[src/rtl/lfsr_gen_if.sv]
// lfsr_gen_if: control and observation bundle for the LFSR generator.
// The master side owns step/load control; the slave side (the generator)
// drives the state, the serial bit, the event pulses and the period.
interface lfsr_gen_if #(
   parameter int WIDTH = 4
);
   logic             en;
   logic             load;
   logic [WIDTH-1:0] load_val;
   logic [WIDTH-1:0] out;
   logic             bit_out;
   logic             wrap;
   logic             lockup;
   logic [WIDTH-1:0] period;

   modport master (
      output en,
      output load,
      output load_val,
      input  out,
      input  bit_out,
      input  wrap,
      input  lockup,
      input  period
   );

   modport slave (
      input  en,
      input  load,
      input  load_val,
      output out,
      output bit_out,
      output wrap,
      output lockup,
      output period
   );
endinterface

[src/rtl/lfsr_gen.sv]
// lfsr_gen: parametrised Fibonacci LFSR with step enable, runtime seed
// load, all-zero lockup recovery and wrap detection with period measurement.
// The state shifts left and the XOR of the tapped bits enters bit 0.
module lfsr_gen #(
   parameter int               WIDTH = 4,
   parameter logic [WIDTH-1:0] TAPS  = 4'b1001,
   parameter logic [WIDTH-1:0] SEED  = 4'b0001
) (
   input logic       clk,
   input logic       rst,
   lfsr_gen_if.slave bus
);

   localparam logic [WIDTH-1:0] ONE = {{(WIDTH-1){1'b0}}, 1'b1};

   // Parameter sanity: a zero seed would lock the generator up forever,
   // and without the top tap the register degenerates into a shorter LFSR.
   if (WIDTH < 2 || WIDTH > 32) begin : g_bad_width
      $error("lfsr_gen: WIDTH must be in 2..32");
   end
   if (SEED == '0) begin : g_bad_seed
      $error("lfsr_gen: SEED must be nonzero");
   end
   if (TAPS[WIDTH-1] == 1'b0) begin : g_bad_taps
      $error("lfsr_gen: TAPS bit WIDTH-1 must be set");
   end

   // Architectural state.
   logic [WIDTH-1:0] state_q;   // current LFSR value
   logic [WIDTH-1:0] ref_q;     // value whose recurrence marks a completed cycle
   logic [WIDTH-1:0] cnt_q;     // steps since ref_q was last left/reached
   logic [WIDTH-1:0] period_q;  // length of the last completed cycle
   logic             wrap_q;
   logic             lockup_q;

   // Next-state values.
   logic [WIDTH-1:0] state_d;
   logic [WIDTH-1:0] ref_d;
   logic [WIDTH-1:0] cnt_d;
   logic [WIDTH-1:0] period_d;
   logic             wrap_d;
   logic             lockup_d;

   // Datapath helpers.
   logic             fb;
   logic [WIDTH-1:0] step_val;
   logic             is_zero;
   logic             hit_ref;

   // Feedback and one-step successor of the current state.
   always_comb begin
      fb       = ^(state_q & TAPS);
      step_val = {state_q[WIDTH-2:0], fb};
      is_zero  = (state_q == '0);
      hit_ref  = (step_val == ref_q);
   end

   // Per-edge priority below reset: load, then lockup recovery, then step,
   // otherwise hold. Pulses default low so they last exactly one cycle.
   always_comb begin
      state_d  = state_q;
      ref_d    = ref_q;
      cnt_d    = cnt_q;
      period_d = period_q;
      wrap_d   = 1'b0;
      lockup_d = 1'b0;
      if (bus.load) begin
         // A load restarts period measurement from the loaded value; a zero
         // load is accepted and recovered from on the following edge.
         state_d = bus.load_val;
         ref_d   = bus.load_val;
         cnt_d   = '0;
      end else if (is_zero) begin
         // Recovery ignores en so a stalled generator never stays stuck.
         state_d  = SEED;
         ref_d    = SEED;
         cnt_d    = '0;
         lockup_d = 1'b1;
      end else if (bus.en) begin
         state_d = step_val;
         if (hit_ref) begin
            wrap_d   = 1'b1;
            period_d = cnt_q + ONE;
            cnt_d    = '0;
         end else begin
            // Non-maximal taps may overflow this; it simply wraps.
            cnt_d = cnt_q + ONE;
         end
      end
   end

   // State register with synchronous active-low reset.
   always_ff @(posedge clk) begin
      if (!rst) begin
         state_q  <= SEED;
         ref_q    <= SEED;
         cnt_q    <= '0;
         period_q <= '0;
         wrap_q   <= 1'b0;
         lockup_q <= 1'b0;
      end else begin
         state_q  <= state_d;
         ref_q    <= ref_d;
         cnt_q    <= cnt_d;
         period_q <= period_d;
         wrap_q   <= wrap_d;
         lockup_q <= lockup_d;
      end
   end

   // Outputs are straight from registers, so pulses align with out.
   assign bus.out     = state_q;
   assign bus.bit_out = state_q[WIDTH-1];
   assign bus.wrap    = wrap_q;
   assign bus.lockup  = lockup_q;
   assign bus.period  = period_q;

endmodule
[src/flat_wrapper.sv]
// flat-port wrapper written by rule: the top's interface ports become plain ports
module lfsr_gen_flat 
#(
   parameter int               WIDTH = 4,
   parameter logic [WIDTH-1:0] TAPS  = 4'b1001,
   parameter logic [WIDTH-1:0] SEED  = 4'b0001
)
  (clk, rst, bus_en, bus_load, bus_load_val, bus_out, bus_bit_out, bus_wrap, bus_lockup, bus_period);
  lfsr_gen_if #(.WIDTH(WIDTH)) bus_i ();
  input logic clk;
  input logic rst;
  input wire logic [$bits(bus_i.en)-1:0] bus_en;
  input wire logic [$bits(bus_i.load)-1:0] bus_load;
  input wire logic [$bits(bus_i.load_val)-1:0] bus_load_val;
  output wire logic [$bits(bus_i.out)-1:0] bus_out;
  output wire logic [$bits(bus_i.bit_out)-1:0] bus_bit_out;
  output wire logic [$bits(bus_i.wrap)-1:0] bus_wrap;
  output wire logic [$bits(bus_i.lockup)-1:0] bus_lockup;
  output wire logic [$bits(bus_i.period)-1:0] bus_period;
  assign bus_i.en = bus_en;
  assign bus_i.load = bus_load;
  assign bus_i.load_val = bus_load_val;
  assign bus_out = bus_i.out;
  assign bus_bit_out = bus_i.bit_out;
  assign bus_wrap = bus_i.wrap;
  assign bus_lockup = bus_i.lockup;
  assign bus_period = bus_i.period;
  lfsr_gen #(.WIDTH(WIDTH), .TAPS(TAPS), .SEED(SEED)) u_core (.clk(clk), .rst(rst), .bus(bus_i));
endmodule
[config.mk]
export PLATFORM = sky130hd
export DESIGN_NAME = lfsr_gen_flat
export DESIGN_NICKNAME = d
export VERILOG_FILES = /design/src/rtl/lfsr_gen_if.sv /design/src/rtl/lfsr_gen.sv /design/src/flat_wrapper.sv
export SDC_FILE = /design/constraint.sdc
export NUM_CORES = 1
export LEC_CHECK = 0
export ABC_AREA = 0
export CORE_MARGIN = 3
export CORE_UTILIZATION = 52
export CTS_CLUSTER_DIAMETER = 30
export DETAILED_ROUTE_END_ITERATION = 10
export PLACE_DENSITY = 0.9
export SYNTH_ARGS = -nofsm -noshare
export SYNTH_HDL_FRONTEND = slang
export SYNTH_SLANG_ARGS = --single-unit
[constraint.sdc]
create_clock -name clk -period 2.5 [get_ports clk]
set_input_delay 0.375 -clock clk [delete_from_list [all_inputs] [get_ports clk]]
set_output_delay 0.375 -clock clk [all_outputs]
set_load 0.01 [all_outputs]
==> summary.md <==
| Metric | Value |
|---|---|
| Status | `complete, no violations` |
| DRT Pass-1 Iters | `4` |
| P per Cell Area | `515 nW/um^2` |
| Remaining antenna violation count | `0` |
| HP Class | `reg2reg` |
| Clock Latency Late Sink | `290 ps` |
| Register area | `360 um^2` |
| Required @ worst endpoint | `2120 ps` |
| Cells on Worst Hold Path | `2` |
| Antenna violations before repair | `0` |
| Initial DRC Count | `15` |
| CP Buf/Inv Count | `1` |
| Min Tclk post-route | `1760 ps` |
| Non-Filler Instances | `122` |
| Hold_buf cts | `0` |
| Crit path cell chain | `clkdlybuf4s50_1` |
| Wire length per cell | `14.2 um` |
| Fraction of layout cells with a size suffix above 1 | `10.4%` |
| IO Port Bufs | `18` |
| Setup Skew | `4.97 ps` |
| Syn Inst Count | `89` |
| Mapped Avg Cell Area | `9.69 um^2` |
| GRT Util Overall | `19.7%` |
| Hpwl dp | `1250 um` |
| R2R Path Start | `u_core.bus.out[3]` |
| Area Overhead vs Synth | `23.4%` |
| Yosys reg bits | `18` |
| CTS buffer count | `3` |
| Syn. warnings | `0` |
| Final setup vio count | `0` |
| Clk buf depth | `2` |
| Footprint of the multi-input gates | `477 um^2` |
| Vias in the first global route | `622` |
| Fraction of registers with async set or reset after synthesis | `0%` |
| CP top delay family | `buffers and inverters` |
| Reg-to-reg slack, setup | `950 ps` |
| RSZ-0062 raised after global routing | `no` |
| Synth Area in Compound Gates | `12.8%` |
| Slew Viols, Final | `0` |
| Final Hold Fails | `0` |
| Vert. Die Dim | `46.7 um` |
| Residual DRC count | `0` |
| Post-synth cell types | `33` |
| R2R depth | `4` |
| Starting Density | `55.9%` |
| Overflow after GRT | `0` |
| Final GP Congestion | `0.771` |
| Final WL | `1740 um` |
| Max VDD drop | `0.352 mV` |
| Pint | `0.000404 W` |
| Clock root buffer | `clkbuf_4` |
| Final Cycle Share | `70.4%` |
| Switching power | `0.000144 W` |
| Clk pwr share | `25.8%` |
| Routed vias | `692` |
| Slew headroom | `64.6%` |
| Worst stage delay on the critical path | `600 ps` |
| PostCTS Resize Cnt | `0` |
| Hold EP | `u_core.bus.period[3]` |
| Largest fanout on the critical path | `7` |
| CP Launch Type | `flop` |
| Primary FF master, synth | `dfxtp_1` |
| Critical Path AT | `1380 ps` |
| Max_cap viols | `0` |
| Worst hold path startpoint | `u_core.bus.period[3]` |
| Sequential share of power | `56.6%` |
| Post-Synth Simple-Gate Area | `24.2%` |
| Crit path capture type | `output port` |
| Area leader, netlist | `dfxtp_1` |
| Crit Path Category | `reg2out` |
| Leak Pwr | `0.430 nW` |
| First-pass GRT wire length | `2990 um` |
| Fill cells | `116` |
| Pre-CTS setup slack | `484 ps` |
| Switching share of total power | `26.3%` |
| Largest net degree at the start of global routing | `18` |
| CTS tree | `done` |
| Least-Margin Pin Slew | `529 ps` |
| Final nets | `117` |
| Final setup margin | `741 ps` |
| Core area | `1540 um^2` |
| Die area | `2180 um^2` |
| Post-synth EDFFs | `0` |
| Xor/xnor share of the synthesized area | `8.13%` |
| Final instance area | `1060 um^2` |
| Worst-path clk slew | `100 ps` |
| # diodes | `0` |
| Top post-synthesis cells by area | `dfxtp_1 (42%), mux2i_1 (7.0%), xnor2_1 (6.1%)` |
| Tot Pwr | `0.000547 W` |
| Seq/Total Area, Yosys | `41.8%` |
| Gate power share | `17.6%` |
| Largest family of logic cells by synthesized area | `simple AND/OR/NAND/NOR gates` |
| DIE WIDTH | `46.7 um` |
| Clk sink count | `18` |
| Post-synth net total | `98` |
| Slowest stage cell, crit path | `clkdlybuf4s50_1` |
| FP Rows | `14` |
| Ports | `19` |
| Mux contribution to synthesized area | `8.71%` |
| Cells after DPL | `119` |
| Post-CTS Setup Bufs | `0` |
| Synth Cell Area | `862 um^2` |
| H-tree lvl count | `1` |
| Most frequent cells in the layout | `clkdlybuf4s50_1 (18), dfxtp_1 (18), nand2_1 (11)` |
| FF-to-FF End | `u_core.bus.period[1]` |
| Max Fclk | `569 MHz` |
| Area after DPL | `1040 um^2` |
| Setup TNS | `0 ps` |
| Top cell type's share of synthesized area | `41.8%` |
| DR vias/cell | `5.67` |
| Synth Area in Adders | `1.45%` |
==> how the worst max path moves through the flow <==
stage,start,depth (start not counted),slack [ps],to
2_1_floorplan,u_core.bus.out[3],4,1080,u_core.bus.period[1]
4_1_cts,u_core.bus.out[3],1,730,bus_bit_out
5_1_grt,u_core.bus.out[3],1,680,bus_out[3]
3_3_place_gp,bus_en,4,580,u_core.bus.period[1]
3_5_place_dp,bus_en,4,480,u_core.bus.period[1]
6_report,u_core.bus.out[3],1,740,bus_bit_out
==> kinds of logic after synthesis <==
| group | count (synthesis) |
|---|---|
| and+or+nand+nor | 35 |
| DFF | 18 |
| AOI/OAI and AO/OA | 15 |
| xor gates and xnor gates | 8 |
| muxes | 7 |
| buffers and inverters | 5 |
| adders and majority gates | 1 |
==> routing by layer <==
layer	routed length [um]	track usage [%]	up-vias	share of wire, %
met5	0	0	-	0
met4	20	9.94	0	1.2
met2	844	28.6	25	49
li1	-	-	356	-
met1	798	27.0	308	46
met3	72	4.69	3	4.1
==> registers in the layout (all words and copies together), names as in the netlist <==
signal / count
u_core.bus.wrap: 1
u_core.bus.out: 4
u_core.cnt_q: 4
u_core.bus.period: 4
u_core.bus.lockup: 1
u_core.ref_q: 4
==> area by class of cell <==
class	instances	share of cell area (%)
tap	16	1.88
inverter	1	0.353
sequential	18	33.9
clock buffer	3	2.12
multi-input combinational	66	44.8
timing repair buffer	18	16.9
==> cells in the mapped netlist, drive strengths merged (2+ instances only) <==
cell     n
nor2     5
o21ai    5
nor3     2
nand3    4
xnor2    6
nand4    2
xor2     2
a21boi   2
nand2   11
dfxtp   18
buf      3
o211ai   2
and2     2
nor2b    4
mux2i    6
o211a    2
==> worst reg2reg max path: cells and delay by family, from the launching register on <==
kind             cells  cell delay (ps)
AND/OR/NAND/NOR      1              180
flip-flops           1              490
XOR/XNOR             1              220
multiplexers         2              580
==> through the flow <==
step / hold WS (ps) / util, %
floorplan: 449 / -
global placement: 450 / 67.5
detailed placement: 457 / 67.5
CTS: 470 / 69.0
global route: 478 / 69.0
finish: 463 / 69.0
==> power by group through the flow <==
stage          Clock, W  Combinational, W  Sequential [W]
2_1_floorplan         0         0.0000597        0.000316
3_3_place_gp          0         0.0000928        0.000316
3_5_place_dp          0         0.0000957        0.000316
4_1_cts        0.000142         0.0000964        0.000310
5_1_grt        0.000159          0.000105        0.000312
6_report       0.000141         0.0000963        0.000310
(Power assumes the default switching activity.)
